<file path="src/rtl/mem_access_arbiter_if.sv">
// mem_access_arbiter_if
//   Bundles the two requester ports (IF fetch, D load/store), the Memory pins
//   and the busy flag of mem_access_arbiter.
//   slave  : arbiter side (drives done/rdata/err, mem_* strobes, busy)
//   master : surroundings side (requesters plus the Memory instance)
// Signals
//   if_req/if_addr          fetch request and byte address
//   if_done/if_rdata/if_err fetch response, valid for the single cycle if_done=1
//   d_req/d_we/d_addr/d_wdata  data request (d_we=1 store, 0 load)
//   d_done/d_rdata/d_err    data response, valid for the single cycle d_done=1
//   mem_addr/mem_read/mem_write/mem_wdata  to Memory
//   mem_rdata               from Memory (combinational read word)
//   busy                    arbiter is not idle
interface mem_access_arbiter_if;
  logic        if_req;
  logic [31:0] if_addr;
  logic        if_done;
  logic [31:0] if_rdata;
  logic        if_err;
  logic        d_req;
  logic        d_we;
  logic [31:0] d_addr;
  logic [31:0] d_wdata;
  logic        d_done;
  logic [31:0] d_rdata;
  logic        d_err;
  logic [31:0] mem_addr;
  logic        mem_read;
  logic        mem_write;
  logic [31:0] mem_wdata;
  logic [31:0] mem_rdata;
  logic        busy;

  modport slave (
    input  if_req, if_addr, d_req, d_we, d_addr, d_wdata, mem_rdata,
    output if_done, if_rdata, if_err, d_done, d_rdata, d_err,
           mem_addr, mem_read, mem_write, mem_wdata, busy
  );

  modport master (
    output if_req, if_addr, d_req, d_we, d_addr, d_wdata, mem_rdata,
    input  if_done, if_rdata, if_err, d_done, d_rdata, d_err,
           mem_addr, mem_read, mem_write, mem_wdata, busy
  );
endinterface

</file>
<file path="src/rtl/mem_access_arbiter.sv">
// mem_access_arbiter
//   Shares a single-port, byte-addressed, big-endian Memory between the
//   instruction fetch (IF) and data (D) requesters. One word access at a time:
//   IDLE (arbitrate and latch) -> ACCESS (drive Memory) -> RESP (return word).
// Ports
//   clk  rising-edge clock
//   rst  synchronous, active-high reset
//   bus  mem_access_arbiter_if.slave: requester ports, Memory pins, busy
// Parameters
//   MEM_BYTES   size of the Memory byte array
//   STARVE_MAX  consecutive D grants allowed while IF waits before IF wins once
//
// state  | meaning
// S_IDLE | waiting for a request; arbitrates and latches the winner
// S_ACCESS | Memory strobes driven for the latched access; read word captured
// S_RESP | winner's done pulse with registered rdata and err
module mem_access_arbiter #(
  parameter int MEM_BYTES  = 50,
  parameter int STARVE_MAX = 2
) (
  input  logic                 clk,
  input  logic                 rst,
  mem_access_arbiter_if.slave  bus
);

  localparam int SW = (STARVE_MAX < 1) ? 1 : $clog2(STARVE_MAX + 1);
  localparam logic [SW-1:0] STARVE_LIM = SW'(STARVE_MAX);
  // Highest byte address at which a whole word still fits in the Memory.
  localparam logic [31:0] LAST_WORD = 32'(MEM_BYTES - 4);

  typedef enum logic [1:0] {
    S_IDLE,
    S_ACCESS,
    S_RESP
  } state_t;

  state_t        state, state_nxt;
  logic [31:0]   addr_q;
  logic [31:0]   wdata_q;
  logic [31:0]   rdata_q;
  logic          we_q;
  logic          id_d_q;
  logic [SW-1:0] starve_q;
  logic          grant_d;
  logic          grant_if;
  logic          addr_err;

  // Unsigned 32-bit compare, so addresses near 0xFFFFFFFF never wrap into range.
  assign addr_err = (addr_q[1:0] != 2'b00) || (addr_q > LAST_WORD);

  always_ff @(posedge clk) begin
    if (rst) begin
      state    <= S_IDLE;
      starve_q <= '0;
      addr_q   <= '0;
      wdata_q  <= '0;
      rdata_q  <= '0;
      we_q     <= 1'b0;
      id_d_q   <= 1'b0;
    end else begin
      state <= state_nxt;
      if (grant_d) begin
        addr_q  <= bus.d_addr;
        we_q    <= bus.d_we;
        wdata_q <= bus.d_wdata;
        id_d_q  <= 1'b1;
        // Count only D wins that left IF waiting; saturate at the limit.
        if (!bus.if_req)
          starve_q <= '0;
        else if (starve_q != STARVE_LIM)
          starve_q <= starve_q + SW'(1);
      end
      if (grant_if) begin
        addr_q   <= bus.if_addr;
        we_q     <= 1'b0;
        wdata_q  <= '0;
        id_d_q   <= 1'b0;
        starve_q <= '0;
      end
      if (state == S_ACCESS)
        rdata_q <= (we_q || addr_err) ? 32'h0 : bus.mem_rdata;
    end
  end

  always_comb begin
    state_nxt     = state;
    grant_d       = 1'b0;
    grant_if      = 1'b0;
    bus.if_done   = 1'b0;
    bus.if_rdata  = 32'h0;
    bus.if_err    = 1'b0;
    bus.d_done    = 1'b0;
    bus.d_rdata   = 32'h0;
    bus.d_err     = 1'b0;
    bus.mem_addr  = 32'h0;
    bus.mem_read  = 1'b0;
    bus.mem_write = 1'b0;
    bus.mem_wdata = 32'h0;
    bus.busy      = (state != S_IDLE);

    case (state)
      S_IDLE: begin
        // D has priority unless IF has already been passed over STARVE_MAX times.
        if (bus.d_req && !(bus.if_req && (starve_q == STARVE_LIM))) begin
          grant_d   = 1'b1;
          state_nxt = S_ACCESS;
        end else if (bus.if_req) begin
          grant_if  = 1'b1;
          state_nxt = S_ACCESS;
        end
      end
      S_ACCESS: begin
        state_nxt = S_RESP;
        if (!addr_err) begin
          bus.mem_addr  = addr_q;
          bus.mem_read  = ~we_q;
          bus.mem_write = we_q;
          bus.mem_wdata = wdata_q;
        end
      end
      S_RESP: begin
        state_nxt = S_IDLE;
        if (id_d_q) begin
          bus.d_done  = 1'b1;
          bus.d_rdata = rdata_q;
          bus.d_err   = addr_err;
        end else begin
          bus.if_done  = 1'b1;
          bus.if_rdata = rdata_q;
          bus.if_err   = addr_err;
        end
      end
      default: state_nxt = S_IDLE;
    endcase
  end

endmodule
</file>
<file path="src/flat_wrapper.sv">
// flat-port wrapper written by rule: the top's interface ports become plain ports
module mem_access_arbiter_flat 
#(
  parameter int MEM_BYTES  = 50,
  parameter int STARVE_MAX = 2
)
  (clk, rst, bus_if_req, bus_if_addr, bus_d_req, bus_d_we, bus_d_addr, bus_d_wdata, bus_mem_rdata, bus_if_done, bus_if_rdata, bus_if_err, bus_d_done, bus_d_rdata, bus_d_err, bus_mem_addr, bus_mem_read, bus_mem_write, bus_mem_wdata, bus_busy);
  mem_access_arbiter_if bus_i ();
  input  logic clk;
  input  logic rst;
  input wire logic [$bits(bus_i.if_req)-1:0] bus_if_req;
  input wire logic [$bits(bus_i.if_addr)-1:0] bus_if_addr;
  input wire logic [$bits(bus_i.d_req)-1:0] bus_d_req;
  input wire logic [$bits(bus_i.d_we)-1:0] bus_d_we;
  input wire logic [$bits(bus_i.d_addr)-1:0] bus_d_addr;
  input wire logic [$bits(bus_i.d_wdata)-1:0] bus_d_wdata;
  input wire logic [$bits(bus_i.mem_rdata)-1:0] bus_mem_rdata;
  output wire logic [$bits(bus_i.if_done)-1:0] bus_if_done;
  output wire logic [$bits(bus_i.if_rdata)-1:0] bus_if_rdata;
  output wire logic [$bits(bus_i.if_err)-1:0] bus_if_err;
  output wire logic [$bits(bus_i.d_done)-1:0] bus_d_done;
  output wire logic [$bits(bus_i.d_rdata)-1:0] bus_d_rdata;
  output wire logic [$bits(bus_i.d_err)-1:0] bus_d_err;
  output wire logic [$bits(bus_i.mem_addr)-1:0] bus_mem_addr;
  output wire logic [$bits(bus_i.mem_read)-1:0] bus_mem_read;
  output wire logic [$bits(bus_i.mem_write)-1:0] bus_mem_write;
  output wire logic [$bits(bus_i.mem_wdata)-1:0] bus_mem_wdata;
  output wire logic [$bits(bus_i.busy)-1:0] bus_busy;
  assign bus_i.if_req = bus_if_req;
  assign bus_i.if_addr = bus_if_addr;
  assign bus_i.d_req = bus_d_req;
  assign bus_i.d_we = bus_d_we;
  assign bus_i.d_addr = bus_d_addr;
  assign bus_i.d_wdata = bus_d_wdata;
  assign bus_i.mem_rdata = bus_mem_rdata;
  assign bus_if_done = bus_i.if_done;
  assign bus_if_rdata = bus_i.if_rdata;
  assign bus_if_err = bus_i.if_err;
  assign bus_d_done = bus_i.d_done;
  assign bus_d_rdata = bus_i.d_rdata;
  assign bus_d_err = bus_i.d_err;
  assign bus_mem_addr = bus_i.mem_addr;
  assign bus_mem_read = bus_i.mem_read;
  assign bus_mem_write = bus_i.mem_write;
  assign bus_mem_wdata = bus_i.mem_wdata;
  assign bus_busy = bus_i.busy;
  mem_access_arbiter #(.MEM_BYTES(MEM_BYTES), .STARVE_MAX(STARVE_MAX)) u_core (.clk(clk), .rst(rst), .bus(bus_i));
endmodule
</file>
<file path="config.mk">
export PLATFORM = sky130hd
export DESIGN_NAME = mem_access_arbiter_flat
export DESIGN_NICKNAME = d
export VERILOG_FILES = /design/src/rtl/mem_access_arbiter_if.sv /design/src/rtl/mem_access_arbiter.sv /design/src/flat_wrapper.sv
export SDC_FILE = /design/constraint.sdc
export NUM_CORES = 1
export LEC_CHECK = 0
export ABC_AREA = 1
export BUFFER_PORTS_ARGS = -buffer_cell sky130_fd_sc_hd__buf_2
export CORE_AREA = 2 2 104 106
export DETAILED_ROUTE_END_ITERATION = 12
export DIE_AREA = 0 0 106 108
export GPL_TIMING_DRIVEN = 0
export HOLD_SLACK_MARGIN = 0.15
export PLACE_DENSITY = 0.95
export SYNTH_ARGS = -nofsm -noshare
export SYNTH_HDL_FRONTEND = slang
export SYNTH_SLANG_ARGS = --single-unit
</file>
<file path="constraint.sdc">
create_clock -name clk -period 3.15 [get_ports clk]
set_input_delay 0.4725 -clock clk [delete_from_list [all_inputs] [get_ports clk]]
set_output_delay 0.4725 -clock clk [all_outputs]
set_load 0.1 [all_outputs]
</file>
==> results of run 1 <==
## layout by cell type, fill, tap and decap left out
cell	instances
sky130_fd_sc_hd__a211oi_1	1
sky130_fd_sc_hd__a21oi_1	83
sky130_fd_sc_hd__a21oi_4	1
sky130_fd_sc_hd__and2_0	1
sky130_fd_sc_hd__buf_1	6
sky130_fd_sc_hd__buf_2	234
sky130_fd_sc_hd__buf_4	29
sky130_fd_sc_hd__buf_6	4
sky130_fd_sc_hd__bufinv_16	1
sky130_fd_sc_hd__clkbuf_1	25
sky130_fd_sc_hd__clkbuf_2	3
sky130_fd_sc_hd__clkbuf_4	18
sky130_fd_sc_hd__clkbuf_8	10
sky130_fd_sc_hd__clkinv_2	1
sky130_fd_sc_hd__clkinv_4	1
sky130_fd_sc_hd__clkinvlp_4	1
sky130_fd_sc_hd__conb_1	28
sky130_fd_sc_hd__dfxtp_1	102
sky130_fd_sc_hd__diode_2	1
sky130_fd_sc_hd__ha_1	1
sky130_fd_sc_hd__inv_1	77
sky130_fd_sc_hd__inv_2	2
sky130_fd_sc_hd__inv_6	2
sky130_fd_sc_hd__nand2_1	78
sky130_fd_sc_hd__nand2_2	1
sky130_fd_sc_hd__nand3_1	17
sky130_fd_sc_hd__nand4_1	33
sky130_fd_sc_hd__nor2_1	22
sky130_fd_sc_hd__nor2_2	50
sky130_fd_sc_hd__nor2_4	20
sky130_fd_sc_hd__nor2_8	3
sky130_fd_sc_hd__nor3_1	6
sky130_fd_sc_hd__nor3_2	30
sky130_fd_sc_hd__nor3b_1	3
sky130_fd_sc_hd__o21ai_0	57
sky130_fd_sc_hd__o21ai_1	6
sky130_fd_sc_hd__o221ai_1	17
## state kept, by name, indices dropped and copies added (netlist names)
name	cells
u_core.addr_q	32
u_core.rdata_q	32
u_core.wdata_q	32
u_core.starve_q	2
u_core.state	2
u_core.id_d_q	1
u_core.we_q	1
## worst paths after layout
path / slack (ps) / endpoint / startpoint
setup reg to reg: 1270 / u_core.wdata_q[28] / u_core.starve_q[0]
hold reg to reg: 470 / u_core.rdata_q[12] / u_core.rdata_q[12]
setup / recovery: 220 / bus_mem_wdata[28] / u_core.addr_q[14]
hold / removal: 360 / u_core.addr_q[17] / bus_if_addr[17]
## power groups by stage
stage                     Clock [µW]  Sequential, µW  Combinational (µW)
after CTS                        871            1410                 678
after detailed placement           0            1440                 675
final                            858            1410                 682
after global placement             0            1440                 663
after global routing             927            1420                 743
after floorplan                    0            1430                 506
## per-layer routing
layer,up-vias,global-route usage [%],wire [µm],share of wire (%)
met2,262,50.3,8270,53
met5,-,0,0,0
met4,0,7.14,281,1.8
li1,2792,-,-,-
met3,24,4.40,1070,6.8
met1,2579,30.6,6100,39
## kinds of logic after synthesis
kind of cell,after synthesis,share of synthesized area [%]
compound gates,165,18.3
fa+ha+maj,1,0.254
buf+inv,160,15.4
flops,102,41.4
other cells,1,0.0761
simple gates,264,24.5
## through the flow
stage               cells  setup slack (ps)  utilization [%]  hold slack [ps]  setup TNS (ps)
finish               1111               220             69.1              356               0
global route         1111              4.72             69.1              348               0
CTS                  1110               121             68.6              345               0
detailed placement   1094               527             66.6              452               0
global placement     1094               565             66.6              441               0
floorplan             720              -538                -              432           -3430
## area by class of cell
class                   count  area, µm²  area share [%]
plain buffers              81        464            6.57
clock buffers              10        138            1.95
well taps                 136        170            2.41
diodes                      1       2.50          0.0354
multi-input cells         458       2650            37.5
repair buffers            238       1240            17.5
flip-flops and latches    102       2040            28.9
clock inverters             6       68.8           0.973
inverters                  79        297            4.19
## worst reg2reg max path, cell delays in order, from the launching register on
cell,delay [ps]
sky130_fd_sc_hd__dfxtp_1,320
sky130_fd_sc_hd__inv_1,60
sky130_fd_sc_hd__ha_1,190
sky130_fd_sc_hd__nand2_1,130
sky130_fd_sc_hd__a21oi_4,140
sky130_fd_sc_hd__nor2_2,300
sky130_fd_sc_hd__clkbuf_1,360
sky130_fd_sc_hd__o21ai_0,150
sky130_fd_sc_hd__a21oi_1,160
==> impl_metrics.env, run 1 <==
export IMPL_synth_top_cell_area_share_pct=41.4
export IMPL_die_width_um=106
export IMPL_total_power_uw=2950
export IMPL_postCtsHoldBufs=0
export IMPL_timing_final_setup_violations=0
export IMPL_die_y_extent_um=108
export IMPL_gr_usage_all_layers_pct=26.4
export IMPL_final_area_mm2=0.00707
export IMPL_first_global_vias=5121
export IMPL_flow_area_growth_from_synthesis_pct=43.4
export IMPL_starting_density_pct=48.2
export IMPL_cellPowerDensity_mw_per_mm2=418
export IMPL_post_synth_top_count_cell="sky130_fd_sc_hd__dfxtp_1"
export IMPL_first_pass_iters=6
export IMPL_clock_sinks=102
export IMPL_leakage_uw=0.00306
export IMPL_number_of_nets_still_failing_antenna_checks_after_routing=0
export IMPL_timing_critical_path_slowest_stage_cell="sky130_fd_sc_hd__buf_2"
export IMPL_top_level_ports=268
export IMPL_synth_seq_area_share_pct=41.4
export IMPL_cts_made_buffers=9
export IMPL_yosysTopAreaCell="sky130_fd_sc_hd__dfxtp_1"
export IMPL_clock_tree_htree_level_count=3
export IMPL_peakVddDrop_mv=0.363
export IMPL_power_combinational_fraction_pct=23.1
export IMPL_antenna_violations_before_repair=1
export IMPL_routed_via_density=5.09
export IMPL_ys_warnings=0
export IMPL_fmax_mhz=341
export IMPL_critical_path_cell_count=10
export IMPL_place_gp_congestion=0.900
export IMPL_grt_first_pass_wirelength_um=24300
export IMPL_slew_violations=0
export IMPL_hold_path_class="input pin to flip-flop"
export IMPL_crit_type="flip-flop to output port"
export IMPL_syn_instance_count=693
export IMPL_ys_flop_type="sky130_fd_sc_hd__dfxtp_1"
export IMPL_cts_setup_buffers=0
export IMPL_clock_pin_slew_on_the_worst_setup_and_hold_paths_ps=100
export IMPL_crit_required_ps=2680
export IMPL_post_synth_main_area_contributors="sky130_fd_sc_hd__dfxtp_1 (41%), sky130_fd_sc_hd__a21oi_1 (8.4%), sky130_fd_sc_hd__nor2_1 (6.9%)"
export IMPL_ys_types=27
export IMPL_critical_path_top_delay_family="simple AND/OR/NAND/NOR gates"
export IMPL_io_buffer_count=238
export IMPL_detailroute_via_count=5657
export IMPL_min_period_over_period_pct=93.0
export IMPL_sequentialPowerShare_pct=47.9
export IMPL_final_period_minus_worst_setup_slack_ps=2930
export IMPL_fin_nets=1103
export IMPL_grt_start_max_net_pins=18
export IMPL_min_path_cells=3
export IMPL_drt_iter0_drc=318
export IMPL_synth_edf_count=0
export IMPL_clk_latency_ps=360
export IMPL_ys_ff_latch=102
export IMPL_delay_of_the_slowest_critical_path_stage_ps=440
export IMPL_layout_drive_gt1_share_pct=42.2
export IMPL_cp_max_fo=10
export IMPL_clock_root_buffer="sky130_fd_sc_hd__clkbuf_8"
export IMPL_max_slew_margin_rel_pct=23.8
export IMPL_clock_power_share_pct=29.0
export IMPL_syn_mean_instance_area_um2=7.11
export IMPL_detailed_place_hpwl_um=12300
export IMPL_mappedNetlistArea_mm2=0.00493
export IMPL_r2r_worst_path_cells=8
export IMPL_clock_tree_buffer_depth=2
export IMPL_post_cts_resized=0
export IMPL_wl_um=15700
export IMPL_timing_critical_path_arrival_ps=2460
export IMPL_power_switching_share_pct=33.5
export IMPL_critPathCaptureType="output port"
export IMPL_globalRoute_totalOverflow=0
export IMPL_placeableCoreArea_mm2=0.0102
export IMPL_fin_worst_skew_ps=12.0
export IMPL_crit_buf_inv=3
export IMPL_fill_cells=853
export IMPL_cpMostUsedCell="sky130_fd_sc_hd__nand2_1"
export IMPL_rows=37
export IMPL_outcome="finished, final reports clean"
export IMPL_floorplan_die_area_mm2=0.0114
export IMPL_cap_viol_max_count=0
export IMPL_worst_slew_pin_slew_ps=1140
export IMPL_report_final_hold_viol_count=0
export IMPL_crit_path_cell_trace="nor2_1 -> nand2_1 -> nor2_1 -> nand2_1 -> nor2_2 -> nand2_1 -> buf_2 -> buf_6 -> nor3_2 -> buf_2"
export IMPL_tritoncts="yes"
export IMPL_postPlaceCellArea_mm2=0.00681
export IMPL_grt_setup_unrepaired="false"
export IMPL_async_flop_share_pct=0
export IMPL_startpoint_type="flip-flop"
export IMPL_drt_wirelength_per_cell_um=14.1
export IMPL_drt_drc_violations_left=0
export IMPL_internal_power_uw=1960
export IMPL_synth_common_cells="sky130_fd_sc_hd__dfxtp_1 (102), sky130_fd_sc_hd__nor2_1 (90), sky130_fd_sc_hd__a21oi_1 (83), sky130_fd_sc_hd__nand2_1 (78), sky130_fd_sc_hd__inv_1 (77)"
export IMPL_netSwitchingPower_uw=991
Note: power is estimated with default switching activity, not from simulation.
==> inputs of run 2 (changes only) <==
--- a/config.mk
+++ b/config.mk
@@ -7,9 +7,10 @@
 export LEC_CHECK = 0
 export ABC_AREA = 1
 export BUFFER_PORTS_ARGS = -buffer_cell sky130_fd_sc_hd__buf_2
-export CORE_AREA = 2 2 104 106
+export CORE_AREA = 2 2 103 105
+export CTS_BUF_LIST = sky130_fd_sc_hd__clkbuf_2
 export DETAILED_ROUTE_END_ITERATION = 12
-export DIE_AREA = 0 0 106 108
+export DIE_AREA = 0 0 105 107
 export GPL_TIMING_DRIVEN = 0
 export HOLD_SLACK_MARGIN = 0.15
 export PLACE_DENSITY = 0.95
==> run 2 against run 1 <==
Net effect:
- via count rose by 11%
- register-to-register slack got worse by 500 ps
- worst hold slack got worse by 180 ps
- largest cell class unchanged
- largest power group unchanged
- critical path type unchanged
- global-route usage rose by 4.8 points
- count of clock-buffer cells in the layout increased by 1
==> impl_metrics.env, run 2 (same netlist as run 1, synthesis figures left out) <==
export IMPL_postLayoutSetupSlackWorst_ps=169
export IMPL_cpMostUsedCell="sky130_fd_sc_hd__nand2_1"
export IMPL_timing_final_setup_violations=0
export IMPL_io_buffer_count=238
export IMPL_cellPowerDensity_mw_per_mm2=370
export IMPL_antenna_violations_before_repair=1
export IMPL_grt_met2_usage_pct=59.4
export IMPL_layout_commonest_cell="sky130_fd_sc_hd__buf_2"
export IMPL_flow_area_growth_from_synthesis_pct=54.9
export IMPL_clk_latency_ps=560
export IMPL_delay_of_the_slowest_critical_path_stage_ps=450
export IMPL_report_final_hold_viol_count=0
export IMPL_die_y_extent_um=107
export IMPL_total_power_uw=2830
export IMPL_outcome="finished, final reports clean"
export IMPL_rows=37
export IMPL_detailroute_via_count=6278
export IMPL_cts_made_buffers=9
export IMPL_ff2ff_setup_slack_ps=770
export IMPL_timing_critical_path_slowest_stage_cell="sky130_fd_sc_hd__dfxtp_1"
export IMPL_cap_viol_max_count=0
export IMPL_drt_drc_violations_left=0
export IMPL_grt_start_max_net_pins=17
export IMPL_gr_usage_all_layers_pct=31.3
export IMPL_preCtsSetupSlack_ps=409
export IMPL_final_period_minus_worst_setup_slack_ps=2980
export IMPL_leading_cell_types_in_the_layout_fill_and_taps_excluded="sky130_fd_sc_hd__buf_2 (217), sky130_fd_sc_hd__dfxtp_1 (102), sky130_fd_sc_hd__a21oi_1 (83)"
export IMPL_fill_cells=705
export IMPL_crit_path_cell_trace="nand4_1 -> nand2_1 -> nand2_1 -> nand2_1 -> buf_2 -> inv_1 -> nor2_2 -> buf_2"
export IMPL_clock_sinks=102
export IMPL_tritoncts="yes"
export IMPL_min_period_over_period_pct=94.6
export IMPL_placeableCoreArea_mm2=0.0101
export IMPL_timing_rr_end="u_core.addr_q[18]"
export IMPL_worst_slew_pin_slew_ps=754
export IMPL_peakVddDrop_mv=0.288
export IMPL_layout_drive_gt1_share_pct=40.0
export IMPL_crit_type="flip-flop to output port"
export IMPL_floorplan_die_area_mm2=0.0112
export IMPL_drt_iter0_drc=501
export IMPL_top_level_ports=268
export IMPL_max_slew_margin_rel_pct=49.7
export IMPL_crit_required_ps=2680
export IMPL_wl_um=19000
export IMPL_fin_nets=1162
export IMPL_grtUsageMet1_pct=34.0
export IMPL_startpoint_type="flip-flop"
export IMPL_number_of_nets_still_failing_antenna_checks_after_routing=0
export IMPL_clock_tree_buffer_depth=2
export IMPL_grt_first_pass_wirelength_um=28200
export IMPL_first_pass_iters=5
export IMPL_die_width_um=105
export IMPL_grt_met3_usage_pct=5.90
export IMPL_first_global_vias=5810
export IMPL_critPathCaptureType="output port"
export IMPL_fmax_mhz=335
export IMPL_timing_critical_path_to="bus_d_err"
export IMPL_slew_violations=0
export IMPL_reg_top3="u_core.addr_q x32, u_core.rdata_q x32, u_core.wdata_q x32"
export IMPL_critical_path_reg2reg_startpoint="u_core.state[0]"
export IMPL_drt_wirelength_per_cell_um=16.3
export IMPL_timing_critical_path_arrival_ps=2510
export IMPL_hold_path_class="input pin to flip-flop"
export IMPL_globalRoute_busiestLayer="met2"
export IMPL_cp_max_fo=10
export IMPL_crit_start="u_core.addr_q[0]"
export IMPL_leakage_uw=0.00328
export IMPL_globalRoute_totalOverflow=0
export IMPL_clock_root_buffer="sky130_fd_sc_hd__clkbuf_2"
export IMPL_routed_via_density=5.37
export IMPL_detailed_place_hpwl_um=12500
export IMPL_hold_slack_ps=175
export IMPL_clock_pin_slew_on_the_worst_setup_and_hold_paths_ps=310
export IMPL_r2r_worst_path_cells=9
export IMPL_starting_density_pct=48.8
export IMPL_fin_worst_skew_ps=60.5
export IMPL_clock_tree_htree_level_count=3
export IMPL_place_gp_congestion=0.909
==> run 2: cell count changes in the layout (fill, tap and decap cells not counted), sizes merged <==
cell / before / now
inv: 81 / 80
dlygate4sd3: 0 / 58
buf: 273 / 286
clkdlybuf4s15: 0 / 2
clkbuf: 56 / 43
==> run 2: how the worst min path moves through the flow <==
stage	start	endpoint	slack (ps)	cells after the start
finish	bus_d_wdata[23]	u_core.wdata_q[23]	170	3
global route	bus_d_addr[2]	u_core.addr_q[2]	150	3
CTS	bus_mem_rdata[16]	u_core.rdata_q[16]	150	3
detailed placement	u_core.wdata_q[0]	u_core.wdata_q[0]	450	2
global placement	u_core.wdata_q[31]	u_core.wdata_q[31]	440	2
floorplan	u_core.wdata_q[0]	u_core.wdata_q[0]	430	2
==> run 2: repair_timing <==
item	CTS	global route
hold buffers	49	9
buffers inserted	0	1
gates cloned	0	0
hold endpoints to repair	46	8
pin swaps	0	1
endpoints found under the setup margin	40	38
resized for setup	37	8
==> run 2: report_power, final <==
| part | total, µW | switching (µW) | internal (µW) |
|---|---|---|---|
| registers | 1420 | 45.4 | 1380 |
| logic | 769 | 525 | 244 |
| clock network | 634 | 442 | 192 |
| total | 2830 | 1010 | 1810 |
==> run 2: final cells by class <==
cell class / count / area, µm² / share of cell area [%]
Timing Repair Buffer: 297 / 1870 / 24.5
Sequential cell: 102 / 2040 / 26.7
Clock buffer: 11 / 55.1 / 0.721
Antenna cell: 1 / 2.50 / 0.0328
Buffer: 81 / 479 / 6.28
Clock inverter: 5 / 58.8 / 0.770
Multi-Input combinational cell: 458 / 2660 / 34.8
Tap cell: 136 / 170 / 2.23
Inverter: 79 / 297 / 3.88
==> run 2: critical path, delay by kind of cell (launching register included) <==
| family | cells | cell delay [ps] |
|---|---|---|
| buffers and inverters | 3 | 830 |
| DFF | 1 | 450 |
| and+or+nand+nor | 5 | 680 |
==> run 2: stage by stage <==
step | TNS [ps] | std cells | area, µm² | utilization [%]
after global placement | 0 | 1094 | 6810 | 67.5
final | 0 | 1170 | 7630 | 75.7
after global routing | -1210 | 1169 | 7630 | 75.6
after floorplan | -3430 | 720 | 5450 | -
after CTS | 0 | 1159 | 7520 | 74.5
after detailed placement | 0 | 1094 | 6810 | 67.5
==> run 2: routing by layer <==
layer / vias to the layer above / wire length [µm] / part of all wire, %
li1: 2919 / - / -
met1: 2862 / 6590 / 35
met2: 425 / 10100 / 53
met3: 72 / 1700 / 8.9
met4: 0 / 687 / 3.6
met5: - / 0 / 0
==> inputs of run 3 (changes only) <==
--- a/config.mk
+++ b/config.mk
@@ -13,7 +13,7 @@
 export DIE_AREA = 0 0 105 107
 export GPL_TIMING_DRIVEN = 0
 export HOLD_SLACK_MARGIN = 0.15
-export PLACE_DENSITY = 0.95
+export PLACE_DENSITY = 0.86
 export SYNTH_ARGS = -nofsm -noshare
 export SYNTH_HDL_FRONTEND = slang
 export SYNTH_SLANG_ARGS = --single-unit
==> run 3 against run 2 <==
Net effect:
- sequential share of layout area fell by 1.3 points
- final cell count rose by 3.1%
- count of clock-buffer cells in the layout did not move
- clock skew fell by 26 ps
- critical path type unchanged
- critical endpoint is now bus_mem_wdata[11]
==> impl_metrics.env, run 3 (same netlist as run 1, synthesis figures left out) <==
export IMPL_rows=37
export IMPL_die_y_extent_um=107
export IMPL_fin_worst_skew_ps=34.8
export IMPL_r2r_worst_path_cells=9
export IMPL_clock_root_buffer="sky130_fd_sc_hd__clkbuf_2"
export IMPL_max_slew_margin_rel_pct=46.4
export IMPL_n_antenna_cell=0
export IMPL_gr_usage_all_layers_pct=32.2
export IMPL_starting_density_pct=48.8
export IMPL_routed_via_density=5.37
export IMPL_hold_path_class="input pin to flip-flop"
export IMPL_cp_max_fo=10
export IMPL_drt_wirelength_per_cell_um=16.8
export IMPL_multi_input_comb_area_mm2=0.00266
export IMPL_postLayoutSetupSlackWorst_ps=157
export IMPL_floorplan_die_area_mm2=0.0112
export IMPL_timing_critical_path_arrival_ps=2520
export IMPL_clock_tree_htree_level_count=3
export IMPL_layout_area_seq_mm2=0.00204
export IMPL_wl_um=20300
export IMPL_clock_sinks=102
export IMPL_timing_critical_path_to="bus_mem_wdata[11]"
export IMPL_crit_required_ps=2680
export IMPL_layout_drive_gt1_share_pct=38.8
export IMPL_hold_slack_ps=182
export IMPL_timing_rr_end="u_core.addr_q[20]"
export IMPL_grt_first_pass_wirelength_um=29000
export IMPL_timing_final_setup_violations=0
export IMPL_min_period_over_period_pct=95.0
export IMPL_dr_max_layer_used="met4"
export IMPL_delay_of_the_slowest_critical_path_stage_ps=410
export IMPL_final_period_minus_worst_setup_slack_ps=2990
export IMPL_peakVddDrop_mv=0.225
export IMPL_preCtsSetupSlack_ps=531
export IMPL_wl_met1_um=7120
export IMPL_crit_start="u_core.addr_q[0]"
export IMPL_crit_type="flip-flop to output port"
export IMPL_detailroute_via_count=6482
export IMPL_first_global_vias=6078
export IMPL_first_pass_iters=5
export IMPL_placeableCoreArea_mm2=0.0101
export IMPL_cap_viol_max_count=0
export IMPL_fmax_mhz=334
export IMPL_globalRoute_totalOverflow=0
export IMPL_startpoint_type="flip-flop"
export IMPL_critPathCaptureType="output port"
export IMPL_drt_drc_violations_left=0
export IMPL_dr_wl_met3_um=1700
export IMPL_drt_iter0_drc=501
export IMPL_place_gp_congestion=0.883
export IMPL_slew_violations=0
export IMPL_leading_cell_types_in_the_layout_fill_and_taps_excluded="sky130_fd_sc_hd__buf_2 (217), sky130_fd_sc_hd__dfxtp_1 (101), sky130_fd_sc_hd__dlygate4sd3_1 (95)"
export IMPL_die_width_um=105
export IMPL_outcome="finished, final reports clean"
export IMPL_cellPowerDensity_mw_per_mm2=349
export IMPL_cts_made_buffers=9
export IMPL_wl_met2_um=10400
export IMPL_reg_top3="u_core.addr_q x32, u_core.rdata_q x32, u_core.wdata_q x32"
export IMPL_report_final_hold_viol_count=0
export IMPL_detailed_place_hpwl_um=12000
export IMPL_grt_start_max_net_pins=17
export IMPL_clock_pin_slew_on_the_worst_setup_and_hold_paths_ps=290
export IMPL_cpMostUsedCell="sky130_fd_sc_hd__nand2_1"
export IMPL_clk_latency_ps=560
export IMPL_fill_cells=654
export IMPL_top_level_ports=268
export IMPL_number_of_nets_still_failing_antenna_checks_after_routing=0
export IMPL_layout_commonest_cell="sky130_fd_sc_hd__buf_2"
export IMPL_total_power_uw=2800
export IMPL_critical_path_reg2reg_startpoint="u_core.starve_q[0]"
export IMPL_leakage_uw=0.00343
export IMPL_antenna_violations_before_repair=0
export IMPL_fin_nets=1199
export IMPL_timing_critical_path_slowest_stage_cell="sky130_fd_sc_hd__dfxtp_1"
export IMPL_io_buffer_count=238
export IMPL_clock_tree_buffer_depth=2
export IMPL_tritoncts="yes"
export IMPL_flow_area_growth_from_synthesis_pct=62.6
export IMPL_ff2ff_setup_slack_ps=770
export IMPL_worst_slew_pin_slew_ps=804
export IMPL_crit_path_cell_trace="nor2_1 -> nand2_1 -> nor2_1 -> nand2_1 -> nor2_4 -> nand2_1 -> clkbuf_2 -> nor3_2 -> buf_4"
[run 3: cell count changes in the layout (fill, tap and decap cells not counted), sizes merged]
cell,change
clkbuf,+1
dlygate4sd3,+37
bufinv,-1
diode,-1
clkdlybuf4s15,-1
clkinv,+1
[run 3: what timing repair did]
item | 4_1_cts | 5_1_grt
resized for setup | 32 | 27
endpoints found under the hold margin | 68 | 17
pin swaps | 0 | 1
gates cloned | 0 | 0
setup buffers | 0 | 1
setup endpoints to repair | 32 | 50
hold buffers | 76 | 19
[run 3: where the power goes]
group          internal (µW)  total [µW]  leakage [µW]  switching (µW)
Sequential              1380        1420      0.000835            44.6
Clock                    113         560     0.0000623             447
Combinational            275         815       0.00253             540
Total                   1770        2800       0.00343            1030
[run 3: final cells by class]
cell class	instances	share of cell area [%]
Buffer	81	5.93
Clock buffer	11	0.687
Clock inverter	5	0.437
Inverter	79	3.70
Multi-Input combinational cell	458	33.2
Sequential cell	102	25.5
Tap cell	136	2.12
Timing Repair Buffer	334	28.4
[run 3: how the worst min path moves through the flow]
stage	startpoint	end	slack, ps	cells past startpoint
3_3_place_gp	u_core.wdata_q[0]	u_core.wdata_q[0]	440	2
5_1_grt	bus_mem_rdata[8]	u_core.rdata_q[8]	150	3
2_1_floorplan	u_core.wdata_q[0]	u_core.wdata_q[0]	430	2
6_report	bus_d_wdata[28]	u_core.wdata_q[28]	180	3
3_5_place_dp	u_core.wdata_q[31]	u_core.wdata_q[31]	450	2
4_1_cts	bus_mem_rdata[12]	u_core.rdata_q[12]	150	3
[run 3: layer usage]
layer,vias to the layer above,global-route usage (%)
li1,2975,-
met1,2964,34.2
met2,437,59.5
met3,106,7.17
met4,0,16.9
met5,-,0
[run 3: per-stage QoR]
| stage | TNS [ps] | util [%] | instances | instance area (µm²) |
|---|---|---|---|---|
| floorplan | -3430 | - | 720 | 5450 |
| global placement | 0 | 67.5 | 1094 | 6810 |
| detailed placement | 0 | 67.5 | 1094 | 6810 |
| CTS | 0 | 76.8 | 1186 | 7750 |
| global route | -286 | 79.4 | 1206 | 8020 |
| finish | 0 | 79.4 | 1206 | 8020 |
[run 3: worst max-delay path, delay by kind of cell, from the launching register on]
kind,cells,cell delay [ps]
buffers and inverters,2,610
and+or+nand+nor,7,940
DFF,1,410
